===== config.mk =====
export PLATFORM = sky130hd
export DESIGN_NAME = fetch_instr_queue_flat
export DESIGN_NICKNAME = d
export VERILOG_FILES = /design/src/rtl/fetch_instr_queue_if.sv /design/src/rtl/fetch_instr_queue.sv /design/src/flat_wrapper.sv
export SDC_FILE = /design/constraint.sdc
export NUM_CORES = 1
export LEC_CHECK = 0
export BUFFER_PORTS_ARGS = -buffer_cell sky130_fd_sc_hd__buf_4
export CAP_MARGIN = 20
export CORE_ASPECT_RATIO = 1.5
export CORE_MARGIN = 5
export CORE_UTILIZATION = 57
export CTS_CLUSTER_SIZE = 28
export DETAILED_ROUTE_END_ITERATION = 10
export PLACE_DENSITY_LB_ADDON = 0.15
export SLEW_MARGIN = 40
export SYNTH_ARGS = -nofsm -noshare
export SYNTH_HDL_FRONTEND = slang
export SYNTH_SLANG_ARGS = --single-unit
export TNS_END_PERCENT = 30

===== constraint.sdc =====
create_clock -name clk -period 6.55 [get_ports clk]
set_clock_uncertainty 0.2 [all_clocks]
set_input_delay 0.655 -clock clk [delete_from_list [all_inputs] [get_ports clk]]
set_output_delay 0.655 -clock clk [all_outputs]
set_load 0.01 [all_outputs]

===== src/rtl/fetch_instr_queue_if.sv =====
// Fetch-to-decode handshake bundle for fetch_instr_queue.
// master drives words and decode control; slave (the queue) presents the head entry.
interface fetch_instr_queue_if #(
    parameter int XLEN  = 64,
    parameter int DEPTH = 4
);
    localparam int CW = $clog2(DEPTH) + 1;

    logic            WordValidF;
    logic [31:0]     WordF;
    logic [XLEN-1:0] PCF;
    logic            WordReadyF;
    logic            InstrLenF;
    logic            StallD;
    logic            FlushD;
    logic            InstrValidD;
    logic [31:0]     InstrD;
    logic [XLEN-1:0] PCD;
    logic            CompressedD;
    logic            MisalignedD;
    logic [CW-1:0]   CountD;

    modport master (
        output WordValidF, WordF, PCF, StallD, FlushD,
        input  WordReadyF, InstrLenF, InstrValidD, InstrD, PCD,
               CompressedD, MisalignedD, CountD
    );

    modport slave (
        input  WordValidF, WordF, PCF, StallD, FlushD,
        output WordReadyF, InstrLenF, InstrValidD, InstrD, PCD,
               CompressedD, MisalignedD, CountD
    );
endinterface


===== src/rtl/fetch_instr_queue.sv =====
// Circular FIFO between fetch buffer and decode: classifies each word as 16/32-bit,
// stores it with its PC, and presents the head combinationally. The interface must use the same XLEN/DEPTH.
module fetch_instr_queue #(
    parameter int          XLEN  = 64,
    parameter int          DEPTH = 4,
    parameter logic [31:0] NOP   = 32'h00000013
) (
    input  logic               clk,
    input  logic               reset,
    fetch_instr_queue_if.slave q
);
    localparam int AW = $clog2(DEPTH);
    localparam int PW = AW + 1;

    typedef struct packed {
        logic [31:0]     instr;
        logic [XLEN-1:0] pc;
        logic            compressed;
        logic            misaligned;
    } entry_t;

    entry_t        mem_q [DEPTH];
    logic [PW-1:0] wptr_q, wptr_d;
    logic [PW-1:0] rptr_q, rptr_d;
    logic          empty, full, push, pop;
    entry_t        wr_entry, head;

    assign empty = (wptr_q == rptr_q);
    assign full  = (wptr_q[AW-1:0] == rptr_q[AW-1:0]) && (wptr_q[AW] != rptr_q[AW]);

    // Ready is a function of stored state only, so decode stalls never reach fetch combinationally.
    assign q.WordReadyF = ~full;
    assign q.InstrLenF  = (q.WordF[1:0] == 2'b11);

    assign push = q.WordValidF & ~full & ~q.FlushD;
    assign pop  = ~empty & ~q.StallD & ~q.FlushD;

    always_comb begin
        wr_entry            = '0;
        wr_entry.instr      = q.InstrLenF ? q.WordF : {16'h0, q.WordF[15:0]};
        wr_entry.pc         = q.PCF;
        wr_entry.compressed = ~q.InstrLenF;
        wr_entry.misaligned = q.PCF[0];
    end

    always_comb begin
        wptr_d = wptr_q;
        rptr_d = rptr_q;
        if (q.FlushD) begin
            wptr_d = '0;
            rptr_d = '0;
        end else begin
            if (push) wptr_d = wptr_q + PW'(1);
            if (pop)  rptr_d = rptr_q + PW'(1);
        end
    end

    always_ff @(posedge clk or negedge reset) begin
        if (!reset) begin
            wptr_q <= '0;
            rptr_q <= '0;
        end else begin
            wptr_q <= wptr_d;
            rptr_q <= rptr_d;
        end
    end

    // Storage is deliberately left out of reset; the pointers alone define validity.
    always_ff @(posedge clk) begin
        if (push) mem_q[wptr_q[AW-1:0]] <= wr_entry;
    end

    assign head = mem_q[rptr_q[AW-1:0]];

    assign q.InstrValidD = ~empty;
    assign q.InstrD      = empty ? NOP : head.instr;
    assign q.PCD         = empty ? '0 : head.pc;
    assign q.CompressedD = ~empty & head.compressed;
    assign q.MisalignedD = ~empty & head.misaligned;
    assign q.CountD      = wptr_q - rptr_q;
endmodule


===== src/flat_wrapper.sv =====
// flat-port wrapper written by rule: the top's interface ports become plain ports
module fetch_instr_queue_flat 
#(
    parameter int          XLEN  = 64,
    parameter int          DEPTH = 4,
    parameter logic [31:0] NOP   = 32'h00000013
)
  (clk, reset, q_WordValidF, q_WordF, q_PCF, q_StallD, q_FlushD, q_WordReadyF, q_InstrLenF, q_InstrValidD, q_InstrD, q_PCD, q_CompressedD, q_MisalignedD, q_CountD);
  fetch_instr_queue_if #(.XLEN(XLEN), .DEPTH(DEPTH)) q_i ();
  input  logic clk;
  input  logic reset;
  input wire logic [$bits(q_i.WordValidF)-1:0] q_WordValidF;
  input wire logic [$bits(q_i.WordF)-1:0] q_WordF;
  input wire logic [$bits(q_i.PCF)-1:0] q_PCF;
  input wire logic [$bits(q_i.StallD)-1:0] q_StallD;
  input wire logic [$bits(q_i.FlushD)-1:0] q_FlushD;
  output wire logic [$bits(q_i.WordReadyF)-1:0] q_WordReadyF;
  output wire logic [$bits(q_i.InstrLenF)-1:0] q_InstrLenF;
  output wire logic [$bits(q_i.InstrValidD)-1:0] q_InstrValidD;
  output wire logic [$bits(q_i.InstrD)-1:0] q_InstrD;
  output wire logic [$bits(q_i.PCD)-1:0] q_PCD;
  output wire logic [$bits(q_i.CompressedD)-1:0] q_CompressedD;
  output wire logic [$bits(q_i.MisalignedD)-1:0] q_MisalignedD;
  output wire logic [$bits(q_i.CountD)-1:0] q_CountD;
  assign q_i.WordValidF = q_WordValidF;
  assign q_i.WordF = q_WordF;
  assign q_i.PCF = q_PCF;
  assign q_i.StallD = q_StallD;
  assign q_i.FlushD = q_FlushD;
  assign q_WordReadyF = q_i.WordReadyF;
  assign q_InstrLenF = q_i.InstrLenF;
  assign q_InstrValidD = q_i.InstrValidD;
  assign q_InstrD = q_i.InstrD;
  assign q_PCD = q_i.PCD;
  assign q_CompressedD = q_i.CompressedD;
  assign q_MisalignedD = q_i.MisalignedD;
  assign q_CountD = q_i.CountD;
  fetch_instr_queue #(.XLEN(XLEN), .DEPTH(DEPTH), .NOP(NOP)) u_core (.clk(clk), .reset(reset), .q(q_i));
endmodule

==> results.toml, run 1 <==
[synth]
synth_top_area_cell = "edfxtp_1"
ys_async_sr_fraction = 0.01523
synth_top_area_share = 0.7592
synth_area_sq_um = 15350
syn-num-nets = 809
synth_seq_cells = 394
yosys_warnings = 0
syn_avg_cell_area_sq_um = 21.92
synth-edff-count = 388
synth.area.top_cells = "edfxtp_1 76%, mux4_2 14%, and2_1 4.0%, dfrtp_1 0.98%, and3_1 0.86%"
synthCells = 700
synth_flop_cell = "edfxtp_1"
ys_seq_area_frac = 0.7690
yosysUniqueCellTypes = 35

[timing]
slew_violations = 0
tightestPinTransition_ps = 719.0
rsz0062_at_grt = "false"
fin_tns_setup_ps = 0
hold_viol = 0
period_share = 0.6964
slew_headroom = 0.5207
setup_viol = 0
finalCriticalPeriod_ps = 4562
max_freq_mhz = 219.2

[critical_path]
crit_type = "register to output pin"
path_cells = "inv_1 > ha_1 > nand2_1 > nor2_2 > clkinv_2 > buf_4 > and2_1 > buf_4"
path_max_fanout = 52
end_kind = "output pin"
arrival_ps = 3710
worst-path-buf-inv = 4
worst_path_most_repeated_cell = "buf_4"
r2r_start = "u_core.rptr_q[1]"
crit_start = "u_core.rptr_q[1]"
cp_slowest_cell = "dfrtp_4"
worstPathRequired_ps = 5690
slowest_delay_ps = 770
crit_family = "buffers and inverters"
crit_path_start_kind = "register"

[placement]
io_buffer_count = 204
place.gp.congestion = 0.7582
hpwl_um = 19340

[clocking]
cts_hold_buf = 1
htree_levels = 2
post_cts_buffers = 0
cts_root_buffer = "clkbuf_16"
cts_resized = 0
tritoncts = "done"
numClockSinks = 394
numCtsBuffers = 37
clkTransAtPathRegs_ps = 60
clockBufferDepth = 3
clk-insertion-delay-late_ps = 520

[hold_path]
hold_path_class = "input pin to register"
min_from = "q_WordF[6]"

[die]
die-area_sq_um = 30370
initial_core_util = 0.5774
io_pins = 205
chipWidth_um = 144.0
dieHeight_um = 211.0
rows = 73
coreArea_sq_um = 26580

[routing]
drt_first_pass_iters = 4
vias = 7456
viasPerCell = 5.807
ant_nets = 0
wl_per_cell_um = 23.95
remaining_drc_errors = 0
totalWireLength_um = 30750
drt_iter0_drc = 495

[layout]
post-route-util = 0.6947
syn_to_final_growth_pct = 20.32
multi_input_area_sq_um = 3311
layout_common_cells = "388 x edfxtp_1, 209 x buf_4, 97 x and2_1, 97 x mux4_2, 39 x clkbuf_16"
regArea_sq_um = 11810
layout_commonest_cell = "edfxtp_1"
nets = 1031
drive_gt1_frac = 0.3968
nFillCells = 1672

[pwr]
p_per_area_nw_per_um2 = 426.5
p_leak_nw = 6.348
peakVddDrop_mv = 0.3452

[global_route]
grt_pass1_wl_um = 47190
grt_overflow = 0
grt_max_degree = 65
grt_usage = 0.2075
first_global_vias = 8113
antenna_found_initial = 3

[outcome]
status = "completed"

[flow_run]
max_cap_violations = 0
[metal layers]
| metal | vias to the layer above | wire length [um] | global-route usage | share of wire |
|---|---|---|---|---|
| met1 | 3891 | 11520 | 0.2654 | 0.37 |
| met3 | 43 | 1841 | 0.03873 | 0.060 |
| met2 | 231 | 16560 | 0.3608 | 0.54 |
| met5 | - | 19 | 0 | 0.00062 |
| met4 | 2 | 807 | 0.06628 | 0.026 |
| li1 | 3289 | - | - | - |
[through the flow]
stage                     cells  area, sq um  setup WS, ps  hold slack, ps  power, mW
after floorplan             700        15350          1884           159.4      4.756
after global placement     1213        17160          2416           269.1      5.887
after detailed placement   1219        17280          2390           270.9      5.948
after CTS                  1282        18450          1826           101.3      7.997
after global routing       1284        18460          1662           105.9      8.281
final                      1284        18460          1988           126.2      7.875
[sequential cells by signal (all words and copies together), names as in the netlist]
register / count
u_core.wptr_q: 3
u_core.mem_q: 388
u_core.rptr_q: 3
[cell usage after synthesis, types with 2 or more instances]
| library cell | instances |
|---|---|
| buf_4 | 7 |
| clkbuf_1 | 11 |
| buf_2 | 11 |
| and2_1 | 97 |
| a31oi_1 | 2 |
| xnor2_1 | 2 |
| dfrtp_1 | 6 |
| nand3_1 | 6 |
| nor2b_1 | 3 |
| and3_1 | 21 |
| edfxtp_1 | 388 |
| inv_1 | 6 |
| nor2_1 | 3 |
| buf_6 | 7 |
| nand2_1 | 5 |
| a32oi_1 | 2 |
| ha_1 | 7 |
| mux4_2 | 97 |
| or2_1 | 3 |
[power by group]
group | total, mW | internal, mW | switching, mW
registers | 3.14 | 3.02 | 0.119
logic | 2.68 | 1.36 | 1.32
clock network | 2.05 | 1.20 | 0.853
total | 7.87 | 5.58 | 2.29
[layout make-up]
class | count | share of cell area
antenna | 2 | 0.0002711
timing repair buffer | 219 | 0.09385
tap | 337 | 0.02284
inverter | 7 | 0.001491
multi-input combinational | 263 | 0.1793
sequential | 394 | 0.6396
clock inverter | 17 | 0.008606
clock buffer | 45 | 0.05408
[kinds of logic after synthesis]
kind of cell / Yosys count / share of synthesized area
simple gates: 145 / 0.05773
xor+xnor: 3 / 0.002202
flops: 394 / 0.7690
compound gates: 10 / 0.005137
mux: 97 / 0.1424
fa+ha+maj: 8 / 0.007012
buf+inv: 43 / 0.01655
[final timing paths]
path	cells after the start	slack (ps)	endpoint
min in group asynchronous	2	280	u_core.wptr_q[1]
worst min register to register	2	440	u_core.wptr_q[2]
worst max-delay path	8	1990	q_PCD[30]
max in group asynchronous	2	5730	u_core.rptr_q[1]
worst max register to register	7	2930	u_core.mem_q[1][92]
worst min-delay path	1	130	u_core.mem_q[3][72]
No activity file was read; power rests on OpenSTA's default activity.
==> inputs of run 2 (changes only) <==
Clock period 6.55 ns to 4.5 ns, I/O delays scaled along.
==> results.toml, run 2 (same netlist as run 1, synthesis figures left out) <==
[outcome]
status = "completed"

[placement]
place.gp.congestion = 0.7675
hpwl_um = 19040
io_buffer_count = 204
place_inst = 1219
pre_cts_ws_ps = 1016

[routing]
vias = 7842
remaining_drc_errors = 0
viasPerCell = 5.741
totalWireLength_um = 31150
ant_nets = 0
drt_iter0_drc = 446
wl_per_cell_um = 22.80
drt_first_pass_iters = 5

[global_route]
grt_use_met3 = 0.03783
gr-usage-met2 = 0.3677
grt_max_degree = 68
grt_pass1_wl_um = 47640
antenna_found_initial = 0
grt_usage = 0.2072
first_global_vias = 8571
grt_overflow = 0
grt_use_met1 = 0.2591
grt_busiest_layer = "met2"

[critical_path]
path_cells = "ha_1 > nand2_1 > nor2_2 > inv_2 > buf_4 > and2_1 > buf_4"
crit_family = "buffers and inverters"
path_max_fanout = 51
end_kind = "output pin"
worst_path_most_repeated_cell = "buf_4"
slowest_delay_ps = 600
crit_type = "register to output pin"
crit_path_start_kind = "register"
worst-path-buf-inv = 3
cp_slowest_cell = "dfrtp_4"
worstPathRequired_ps = 3850
arrival_ps = 3330

[pwr]
p_per_area_nw_per_um2 = 601.5
switchingPower_mw = 3.382
power.internal_mw = 8.198
clkPwrFrac = 0.263
p_leak_nw = 6.677
seq_power_share = 0.388
peakVddDrop_mv = 0.5378
swShare = 0.2920
pwr-share-comb = 0.350
total_power_mw = 11.58

[layout]
largest_register_ffs = 388
syn_to_final_growth_pct = 25.45
nFillCells = 1600
final_cells = 1366
layout_common_cells = "388 x edfxtp_1, 211 x buf_4, 97 x and2_1, 97 x mux4_2, 80 x dlygate4sd3_1"
multi_input_area_sq_um = 3311
regArea_sq_um = 11810
drive_gt1_frac = 0.3687
post-route-util = 0.7243
nets = 1109
layout_commonest_cell = "edfxtp_1"

[timing]
rsz0062_at_grt = "false"
slew_headroom = 0.4744
hold_viol = 0
period_share = 0.8837
fin_tns_setup_ps = 0
max_freq_mhz = 251.5
slew_violations = 0
finalWorstSetupSlack_ps = 523.4
tightestPinTransition_ps = 787.2
setup_viol = 0
finalCriticalPeriod_ps = 3977

[flow_run]
max_cap_violations = 0

[die]
dieHeight_um = 211.0
rows = 73
chipWidth_um = 144.0
die-area_sq_um = 30370
coreArea_sq_um = 26580
io_pins = 205
initial_core_util = 0.5774

[clocking]
tritoncts = "done"
numClockSinks = 394
clkTransAtPathRegs_ps = 60
cts_hold_buf = 80
clockBufferDepth = 3
post_cts_buffers = 0
clk-insertion-delay-late_ps = 530
cts_resized = 0
htree_levels = 2
numCtsBuffers = 36
cts_root_buffer = "clkbuf_16"

[hold_path]
hold_path_class = "input pin to register"
-- run 2: cell types whose count changed in the layout (fill, tap and decap cells not counted), sizes merged --
cell	before	now
diode	2	1
clkbuf	45	46
bufinv	3	4
dlygate4sd3	1	80
clkinvlp	1	3
clkinv	13	11
inv	7	9
-- run 2: tightest hold or removal path, stage by stage --
cell	delay [ps]
buf_4	120
a22oi_1	80
nand2_1	80
-- run 2: final timing paths --
kind                                       end  slack [ps]              from  cells after the start
hold / removal                u_core.rptr_q[0]          40          q_StallD                      3
min in group asynchronous     u_core.rptr_q[0]          60             reset                      2
hold reg to reg               u_core.wptr_q[2]         480  u_core.wptr_q[2]                      2
setup / recovery                 q_MisalignedD         520  u_core.rptr_q[0]                      7
max in group asynchronous     u_core.rptr_q[1]        3900             reset                      2
setup reg to reg           u_core.mem_q[1][87]        1410  u_core.rptr_q[0]                      5
-- run 2: cell type report --
class,instances,area share
antenna,1,0.0001300
clock buffer,46,0.05037
clock inverter,20,0.01111
inverter,7,0.001365
multi-input combinational,263,0.1720
sequential,394,0.6134
tap,337,0.02190
timing repair buffer,298,0.1298
-- run 2: per-stage QoR --
stage / area, sq um / hold slack [ps]
after floorplan: 15350 / -45.59
after detailed placement: 17270 / 64.99
after global placement: 17250 / 61.18
after global routing: 19250 / 47.97
after CTS: 19250 / 2.318
final: 19250 / 40.40
-- run 2: power groups by stage --
stage               clock network [mW]  registers (mW)  logic [mW]
finish                            3.04            4.49        4.05
global route                      3.27            4.52        4.38
CTS                               3.11            4.50        4.13
detailed placement                   0            4.57        4.06
global placement                     0            4.54        3.99
floorplan                            0            4.54        2.37
-- run 2: per-layer routing --
| layer | up-vias | routed length, um |
|---|---|---|
| li1 | 3450 | - |
| met1 | 4079 | 11500 |
| met2 | 254 | 17200 |
| met3 | 59 | 1673 |
| met4 | 0 | 776 |
| met5 | - | 0 |
==> inputs of run 3 (changes only) <==
Settings changed: ABC_AREA set to 1, CORE_UTILIZATION 57 to 58.
==> results.toml, run 3 <==
[clocking]
htree_levels = 2
cts_resized = 0
clk-insertion-delay-late_ps = 520
clkTransAtPathRegs_ps = 60
tritoncts = "done"
numClockSinks = 394
cts_root_buffer = "clkbuf_16"
numCtsBuffers = 36
clockBufferDepth = 3

[layout]
final_cells = 1880
drive_gt1_frac = 0.2263
largest_register_ffs = 388
nets = 1625
syn_to_final_growth_pct = 23.25
antenna_cells = 0
post-route-util = 0.7222
layout_common_cells = "394 x nor2_1, 388 x edfxtp_1, 218 x buf_4, 152 x o21ai_0, 81 x dlygate4sd3_1"
layout_commonest_cell = "nor2_1"

[synth]
synthCells = 1249
syn-num-nets = 1358
synth_top_area_share = 0.7305
yosys_warnings = 0
synth.area.top_cells = "edfxtp_1 73%, nor2_1 9.4%, o21ai_0 4.8%, a21oi_2 3.3%, a21oi_1 1.3%"
yosysUniqueCellTypes = 25
yosys.cell_count.top_type = "nor2_1"
synth_top_area_cell = "edfxtp_1"
synth_flop_cell = "edfxtp_1"
synth_commonest_cells = "398 x nor2_1, 388 x edfxtp_1, 152 x o21ai_0"
syn_avg_cell_area_sq_um = 12.77
synth-edff-count = 388
ys_seq_area_frac = 0.7399
synth_area_sq_um = 15950
ys_async_sr_fraction = 0.01523
synth_seq_cells = 394

[global_route]
grt_overflow = 0
antenna_found_initial = 0
grt_usage = 0.2259
first_global_vias = 10356
grt_pass1_wl_um = 55230
grt_max_degree = 75

[timing]
setup_viol = 0
finalCriticalPeriod_ps = 3702
rsz0062_at_grt = "false"
max_freq_mhz = 270.1
period_share = 0.8227
slew_headroom = 0.4895
tightestPinTransition_ps = 765.7
hold_viol = 0
holdWs_ps = 42.84
slew_violations = 0

[critical_path]
path_max_fanout = 59
slowest_delay_ps = 710
worstPathRequired_ps = 3850
crit_type = "register to output pin"
crit_path_start_kind = "register"
worst_path_most_repeated_cell = "buf_4"
cp_slowest_cell = "buf_4"
end_kind = "output pin"
arrival_ps = 3050
path_cells = "clkinv_2 > buf_4 > buf_4 > nor2_1 > o21ai_1 > a21oi_1 > buf_4"

[pwr]
p_leak_nw = 7.173
peakVddDrop_mv = 0.3964
total_power_mw = 9.009
p_per_area_nw_per_um2 = 458.3

[hold_path]
hold_path_class = "input pin to register"

[routing]
ant_nets = 0
drt_iter0_drc = 652
drt_first_pass_iters = 5
remaining_drc_errors = 0
wl_per_cell_um = 18.90
totalWireLength_um = 35540
vias = 10344
viasPerCell = 5.502

[placement]
io_buffer_count = 204
hpwl_um = 19950
place_inst = 1738
place.gp.congestion = 0.8027

[die]
die-area_sq_um = 30980
coreArea_sq_um = 27220
dieHeight_um = 213.1
chipWidth_um = 145.4
initial_core_util = 0.5860
rows = 74
io_pins = 205

[flow_run]
max_cap_violations = 0

[outcome]
status = "completed"
## run 3: layout make-up
| class | instances | area, sq um |
|---|---|---|
| Timing Repair Buffer | 306 | 2579 |
| Clock buffer | 41 | 940.9 |
| Clock inverter | 19 | 227.7 |
| Multi-Input combinational cell | 744 | 3541 |
| Sequential cell | 394 | 11810 |
| Inverter | 34 | 133.9 |
| Tap cell | 342 | 427.9 |
| Fill cell | 1789 | 7562 |
## run 3: critical path, delay by kind of cell (launching register included)
kind | cells | cell delay, ps
flip-flops | 1 | 690
AO/OA/AOI/OAI | 2 | 270
AND/OR/NAND/NOR | 1 | 110
buffers and inverters | 4 | 1410
## run 3: power by group
group          internal [mW]  switching [mW]
logic                  0.720            1.08
clock network           1.79            1.23
registers               4.13          0.0638
## run 3: metrics by stage
stage | instance area [sq um] | TNS, ps | setup WS [ps]
finish | 19660 | 0 | 798.0
global placement | 17650 | 0 | 1270
floorplan | 15960 | -176490 | -454.9
detailed placement | 17650 | 0 | 1232
CTS | 19630 | 0 | 751.2
global route | 19660 | 0 | 611.3
## run 3: metal layers
layer	wire length, um	vias to the layer above	part of all wire	global-route usage
li1	-	4913	-	-
met1	13720	5052	0.39	0.2806
met2	18790	322	0.53	0.4019
met3	2165	57	0.061	0.04310
met4	860	0	0.024	0.07531
met5	0	-	0	0
## run 3: logic make-up (layout without fill, tap and decap cells)
family,Yosys count,count (layout),synth area share
fa+ha+maj,8,8,0.006746
compound gates,291,291,0.1054
flops,394,394,0.7399
simple gates,444,444,0.1072
buf+inv,111,400,0.04016
xor+xnor,1,1,0.0005492
## run 3: what timing repair did
item,in CTS,in global routing
buffers inserted,0,0
hold buffers,81,0
hold endpoints to repair,326,0
## run 3: path summary, 6_finish.rpt
path,startpoint,to,slack [ps],cells past startpoint
worst min-delay path,q_WordValidF,u_core.wptr_q[1],40,3
worst max-delay path,u_core.rptr_q[1],q_PCD[28],800,7
worst min register to register,u_core.wptr_q[0],u_core.wptr_q[0],390,2
min in group asynchronous,reset,u_core.wptr_q[0],130,2
max in group asynchronous,reset,u_core.rptr_q[0],3830,2
worst max register to register,u_core.rptr_q[0],u_core.mem_q[3][55],1230,7
